File: config.mk
export PLATFORM = sky130hd
export DESIGN_NAME = matrix_multiply_accumulate
export DESIGN_NICKNAME = d
export VERILOG_FILES = /design/src/rtl/matmul_pkg.sv /design/src/rtl/mac_dot_product.sv /design/src/rtl/matrix_multiply_accumulate.sv
export SDC_FILE = /design/constraint.sdc
export NUM_CORES = 2
export LEC_CHECK = 0
export CAP_MARGIN = 0
export CORE_ASPECT_RATIO = 1.2
export CORE_MARGIN = 10
export CORE_UTILIZATION = 45
export DETAILED_ROUTE_END_ITERATION = 8
export PLACE_DENSITY = 0.68
export SYNTH_ARGS = -nofsm -noshare
export SYNTH_HDL_FRONTEND = slang
export SYNTH_HIERARCHICAL = 1
export SYNTH_SLANG_ARGS = --single-unit
File: constraint.sdc
create_clock -name clk_i -period 8.5 [get_ports clk_i]
set_clock_uncertainty 0.1 [all_clocks]
set_input_delay 1.275 -clock clk_i [delete_from_list [all_inputs] [get_ports clk_i]]
set_output_delay 1.275 -clock clk_i [all_outputs]
set_load 0.005 [all_outputs]
File: src/rtl/matmul_pkg.sv
// Shared element types and width helpers for the matmul datapath.
// The typedefs describe the default 8-bit operand configuration; modules
// that take a width parameter derive their own widths with accWidth().
package matmul_pkg;

    localparam int DEFAULT_P = 8;

    // Accumulator and result elements are four times the operand width, which
    // leaves headroom for the 2P-bit products plus a wide external accumulator.
    function automatic int accWidth(input int p);
        return 4 * p;
    endfunction

    localparam int DEFAULT_ACC_W = accWidth(DEFAULT_P);

    typedef logic signed [DEFAULT_P-1:0]     operand_t;
    typedef logic signed [DEFAULT_ACC_W-1:0] acc_t;

endpackage

File: src/rtl/mac_dot_product.sv
// One output element of the matrix engine: a K-term signed dot product
// added onto an accumulator value, purely combinational.
module mac_dot_product
    import matmul_pkg::*;
#(
    parameter int K = 2,
    parameter int P = 8
) (
    input  logic [K-1:0][P-1:0]     a_i,
    input  logic [K-1:0][P-1:0]     b_i,
    input  logic [accWidth(P)-1:0]  c_i,
    output logic [accWidth(P)-1:0]  sum_o
);

    localparam int AW = accWidth(P);

    logic signed [2*P-1:0] products [K];
    logic signed [AW-1:0]  total;

    // Form every full-precision signed product; the 2P-bit target keeps the
    // -2^(P-1) * -2^(P-1) corner case exact.
    always_comb begin
        for (int k = 0; k < K; k++) begin
            products[k] = $signed(a_i[k]) * $signed(b_i[k]);
        end
    end

    // Sum the sign-extended products onto the accumulator. Two's-complement
    // addition modulo 2^AW gives exactly the low AW bits of the unbounded sum,
    // so carrying the wider intermediate would only produce bits we discard.
    always_comb begin
        total = $signed(c_i);
        for (int k = 0; k < K; k++) begin
            total = total + AW'(products[k]);
        end
    end

    assign sum_o = total;

endmodule

File: src/rtl/matrix_multiply_accumulate.sv
// Signed matrix multiply-accumulate, D = A*B + C, with a single registered
// output stage. One dot-product unit per output element feeds the register.
module matrix_multiply_accumulate
    import matmul_pkg::*;
#(
    parameter int M = 2,
    parameter int N = 2,
    parameter int K = 2,
    parameter int P = 8
) (
    input  logic                                 clk_i,
    input  logic                                 rst_i,
    input  logic                                 in_valid_i,
    input  logic [M-1:0][K-1:0][P-1:0]           a_i,
    input  logic [K-1:0][N-1:0][P-1:0]           b_i,
    input  logic [M-1:0][N-1:0][accWidth(P)-1:0] c_i,
    output logic                                 out_valid_o,
    output logic [M-1:0][N-1:0][accWidth(P)-1:0] d_o
);

    localparam int AW = accWidth(P);

    logic [M-1:0][N-1:0][AW-1:0] sumAll;
    logic [M-1:0][N-1:0][AW-1:0] result_d;
    logic [M-1:0][N-1:0][AW-1:0] result_q;
    logic                        valid_d;
    logic                        valid_q;

    for (genvar gi = 0; gi < M; gi++) begin : gRow
        for (genvar gj = 0; gj < N; gj++) begin : gCol
            logic [K-1:0][P-1:0] colB;

            // Gather column gj of B so each unit sees matching operand pairs.
            always_comb begin
                for (int k = 0; k < K; k++) begin
                    colB[k] = b_i[k][gj];
                end
            end

            mac_dot_product #(
                .K (K),
                .P (P)
            ) uDot (
                .a_i   (a_i[gi]),
                .b_i   (colB),
                .c_i   (c_i[gi][gj]),
                .sum_o (sumAll[gi][gj])
            );
        end
    end

    // Capture a fresh result only on accepted input; otherwise the old
    // matrix is held and the valid flag drops for that cycle.
    always_comb begin
        result_d = result_q;
        valid_d  = 1'b0;
        if (in_valid_i) begin
            result_d = sumAll;
            valid_d  = 1'b1;
        end
    end

    // Output register; reset wins over a simultaneous input, discarding it.
    always_ff @(posedge clk_i) begin
        if (rst_i) begin
            result_q <= '0;
            valid_q  <= 1'b0;
        end else begin
            result_q <= result_d;
            valid_q  <= valid_d;
        end
    end

    assign d_o         = result_q;
    assign out_valid_o = valid_q;

endmodule

==> metrics <==
number of remaining DRC errors 0; die width 299 um; Buf/Inv on CP 7; Die Y-Extent 355 um; count of max-cap constraint violations 0; routed wire length 107000 um; clock latency on the worst-skew pair 480 ps; pin count of the biggest net entering global routing 72; First-pass DRT Iterations 5; post-detailed-route via-to-cell ratio 4.88; YS warnings 6; share of post-route cells with drive strength above 1 3.96%; Core Region 92400 um2; count of flip-flops with a built-in enable after synthesis 0; type of element capturing the critical path register; total nets after synthesis 6146; Crit Path Category input pin to register; clock tree root driver cell sky130_fd_sc_hd__clkbuf_16; cell area after placement 47400 um2; remaining global-route overflow 0; PortBufs 323; Worst Tran Pin Value 957 ps; die area 106000 um2; post-CTS sizing 0; hold-fix buffer count after cts 0; crit path cell chain clkdlybuf4s50_1 -> buf_4 -> nand2_1 -> fa_2 -> fa_1 -> inv_1 -> fa_1 -> inv_1 -> fa_1 -> inv_1 -> fa_1 -> inv_1 -> fa_1 -> inv_1 -> ha_1 -> nand4_1 -> nand2b_1 -> nor4_1 -> o21ai_1 -> a21oi_1 -> nand4_1 -> o211ai_1 -> mux2i_1 -> nor2_1; part of the cycle the worst path needs 93.4%; residual antenna-violating net count after detailed routing 0; share of synthesized registers carrying an async set or reset 0%; Synth Instances 4583; setup repair after global routing missed its margin false; most common cell after layout, fill and taps aside sky130_fd_sc_hd__inv_1; result of the run finished clean; final design area excluding fillers 48000 um2; CTS tree built; routed vias 30605; number of failing hold endpoints at the final stage 0; final critical delay including setup and external delays 7940 ps; library cell contributing the largest single delay on the critical path sky130_fd_sc_hd__clkdlybuf4s50_1; kind of launch point of the worst setup path input pin; Placed Cells 6232; number of sinks on the clock net 129; per-instance average area after synthesis 9.16 um2; io pins 324; Slew Limit Fails 0; nets 6574; final cell count without fillers 6266; critical-path maximum fanout 9; maximum cell stage delay along the critical path 650 ps; top flip-flop cell by instance count after synthesis sky130_fd_sc_hd__dfxtp_1; initial antenna violation count 9; CTS clock-pin slew for the worst setup and hold paths 70 ps; TritonCTS buffer count 17; first-pass GRT wire length 175000 um; arrival time of data at the critical path endpoint 8260 ps; Synth area leaders sky130_fd_sc_hd__fa_1, sky130_fd_sc_hd__ha_1, sky130_fd_sc_hd__inv_1; kind of cell with the highest combined delay on the critical path adder cells; class of the tightest hold or removal check register to register; required time reported for the critical path endpoint 8830 ps; number of global-route vias before repair 33498; post-detailed-placement half-perimeter wirelength 94700 um; gr usage total 20.9%; max-slew headroom at the worst pin 36.0%; H-Tree Level Count 4; flip-flop and latch count after synthesis 129; most frequent cells in the layout sky130_fd_sc_hd__inv_1, sky130_fd_sc_hd__fa_1, sky130_fd_sc_hd__ha_1; initial standard-cell utilization of the core 45.5%; weighted congestion at the end of routability-driven global placement 0.920; post-CTS setup buffers 0; area overhead of the layout relative to synthesis 14.3%; maximum achievable frequency 0.126 GHz; final count of negative-setup-slack endpoints 0; Fin Hold WS 392 ps; area share of the leading cell type in the synthesized netlist 42.1%; post-synthesis instance area 42000 um2; final-layout setup total negative slack 0 ps; drt initial violations 1276; CTS max path bufs 2; register area share after synthesis 6.15%; FP Rows 122; wire per inst 17.1 um; most area-hungry cell type in the Yosys netlist sky130_fd_sc_hd__fa_1; Unique masters post-synth 78
==> cells in the mapped netlist (5+ instances only) <==
cell / instances
sky130_fd_sc_hd__o21bai_1: 12
sky130_fd_sc_hd__nand2_1: 225
sky130_fd_sc_hd__a21o_1: 41
sky130_fd_sc_hd__ha_1: 484
sky130_fd_sc_hd__a21boi_0: 6
sky130_fd_sc_hd__fa_1: 884
sky130_fd_sc_hd__a31oi_1: 16
sky130_fd_sc_hd__buf_12: 11
sky130_fd_sc_hd__xor2_1: 36
sky130_fd_sc_hd__nand2b_1: 36
sky130_fd_sc_hd__o21a_1: 17
sky130_fd_sc_hd__o31ai_1: 8
sky130_fd_sc_hd__nand3_1: 17
sky130_fd_sc_hd__and2_1: 294
sky130_fd_sc_hd__o211ai_1: 21
sky130_fd_sc_hd__a21oi_1: 95
sky130_fd_sc_hd__o21ai_0: 41
sky130_fd_sc_hd__o21ai_1: 20
sky130_fd_sc_hd__nor2_1: 222
sky130_fd_sc_hd__nand4_1: 13
sky130_fd_sc_hd__and3_1: 9
sky130_fd_sc_hd__o31a_1: 5
sky130_fd_sc_hd__nor3_1: 26
sky130_fd_sc_hd__xnor2_1: 91
sky130_fd_sc_hd__inv_1: 1495
sky130_fd_sc_hd__mux2i_1: 128
sky130_fd_sc_hd__clkbuf_1: 24
sky130_fd_sc_hd__a211o_1: 10
sky130_fd_sc_hd__a221oi_1: 5
sky130_fd_sc_hd__nor2b_1: 44
sky130_fd_sc_hd__dfxtp_1: 129
sky130_fd_sc_hd__a211oi_1: 18
==> cell families (layout without fill, tap and decap cells) <==
| family | count (synthesis) | in the layout | share of synthesized area, % |
|---|---|---|---|
| compound gates | 362 | 362 | 5.97 |
| xor+xnor | 127 | 127 | 2.65 |
| fa+ha+maj | 1368 | 1368 | 56.6 |
| buf+inv | 1537 | 1978 | 14.3 |
| flops | 129 | 129 | 6.15 |
| mux | 132 | 132 | 3.16 |
| other cells | 0 | 2 | 0 |
| simple gates | 928 | 928 | 11.3 |
==> final cells by class <==
cell class / count / area (um2)
Tap cell: 1240 / 1550
Clock inverter: 15 / 136
Sequential cell: 129 / 2580
Clock buffer: 17 / 425
Inverter: 1495 / 5610
Timing Repair Buffer: 451 / 4250
Multi-Input combinational cell: 2917 / 33400
Fill cell: 8619 / 44400
Antenna cell: 2 / 5.00
==> worst reg2reg max path, cell delays in order, from the launching register on <==
cell and delay (ps):
sky130_fd_sc_hd__dfxtp_1 360, sky130_fd_sc_hd__mux2i_1 140, sky130_fd_sc_hd__nor2_1 50
==> worst paths after layout <==
kind	cells after the start	slack (ps)	startpoint	end
setup / recovery	24	560	a_i[15]	d_o[29]
hold / removal	2	390	d_o[102]	d_o[102]
setup reg to reg	2	7710	d_o[120]	d_o[120]
hold reg to reg	2	390	d_o[102]	d_o[102]
==> per-stage QoR <==
stage | utilization [%] | worst slack (ps)
3_5_place_dp | 51.3 | 98.2
2_1_floorplan | - | 824
5_1_grt | 52.0 | 43.1
3_3_place_gp | 51.3 | 208
4_1_cts | 52.0 | 622
6_report | 52.0 | 561
==> sequential cells by signal, indices dropped and copies added (netlist names) <==
| name | cells |
|---|---|
| out_valid_o | 1 |
| d_o | 128 |
==> routing by layer <==
metal  track usage [%]  part of all wire, %  vias up
li1                  -                    -    14426
met1              24.8                   40    15358
met2              37.6                   52      671
met3              3.88                  5.0      142
met4              6.79                  3.2        8
met5                 0                0.050        -
Power is left out: the tool's default activity adds up to more than one toggle a clock period on the data nets, which glitch-free logic cannot reach.
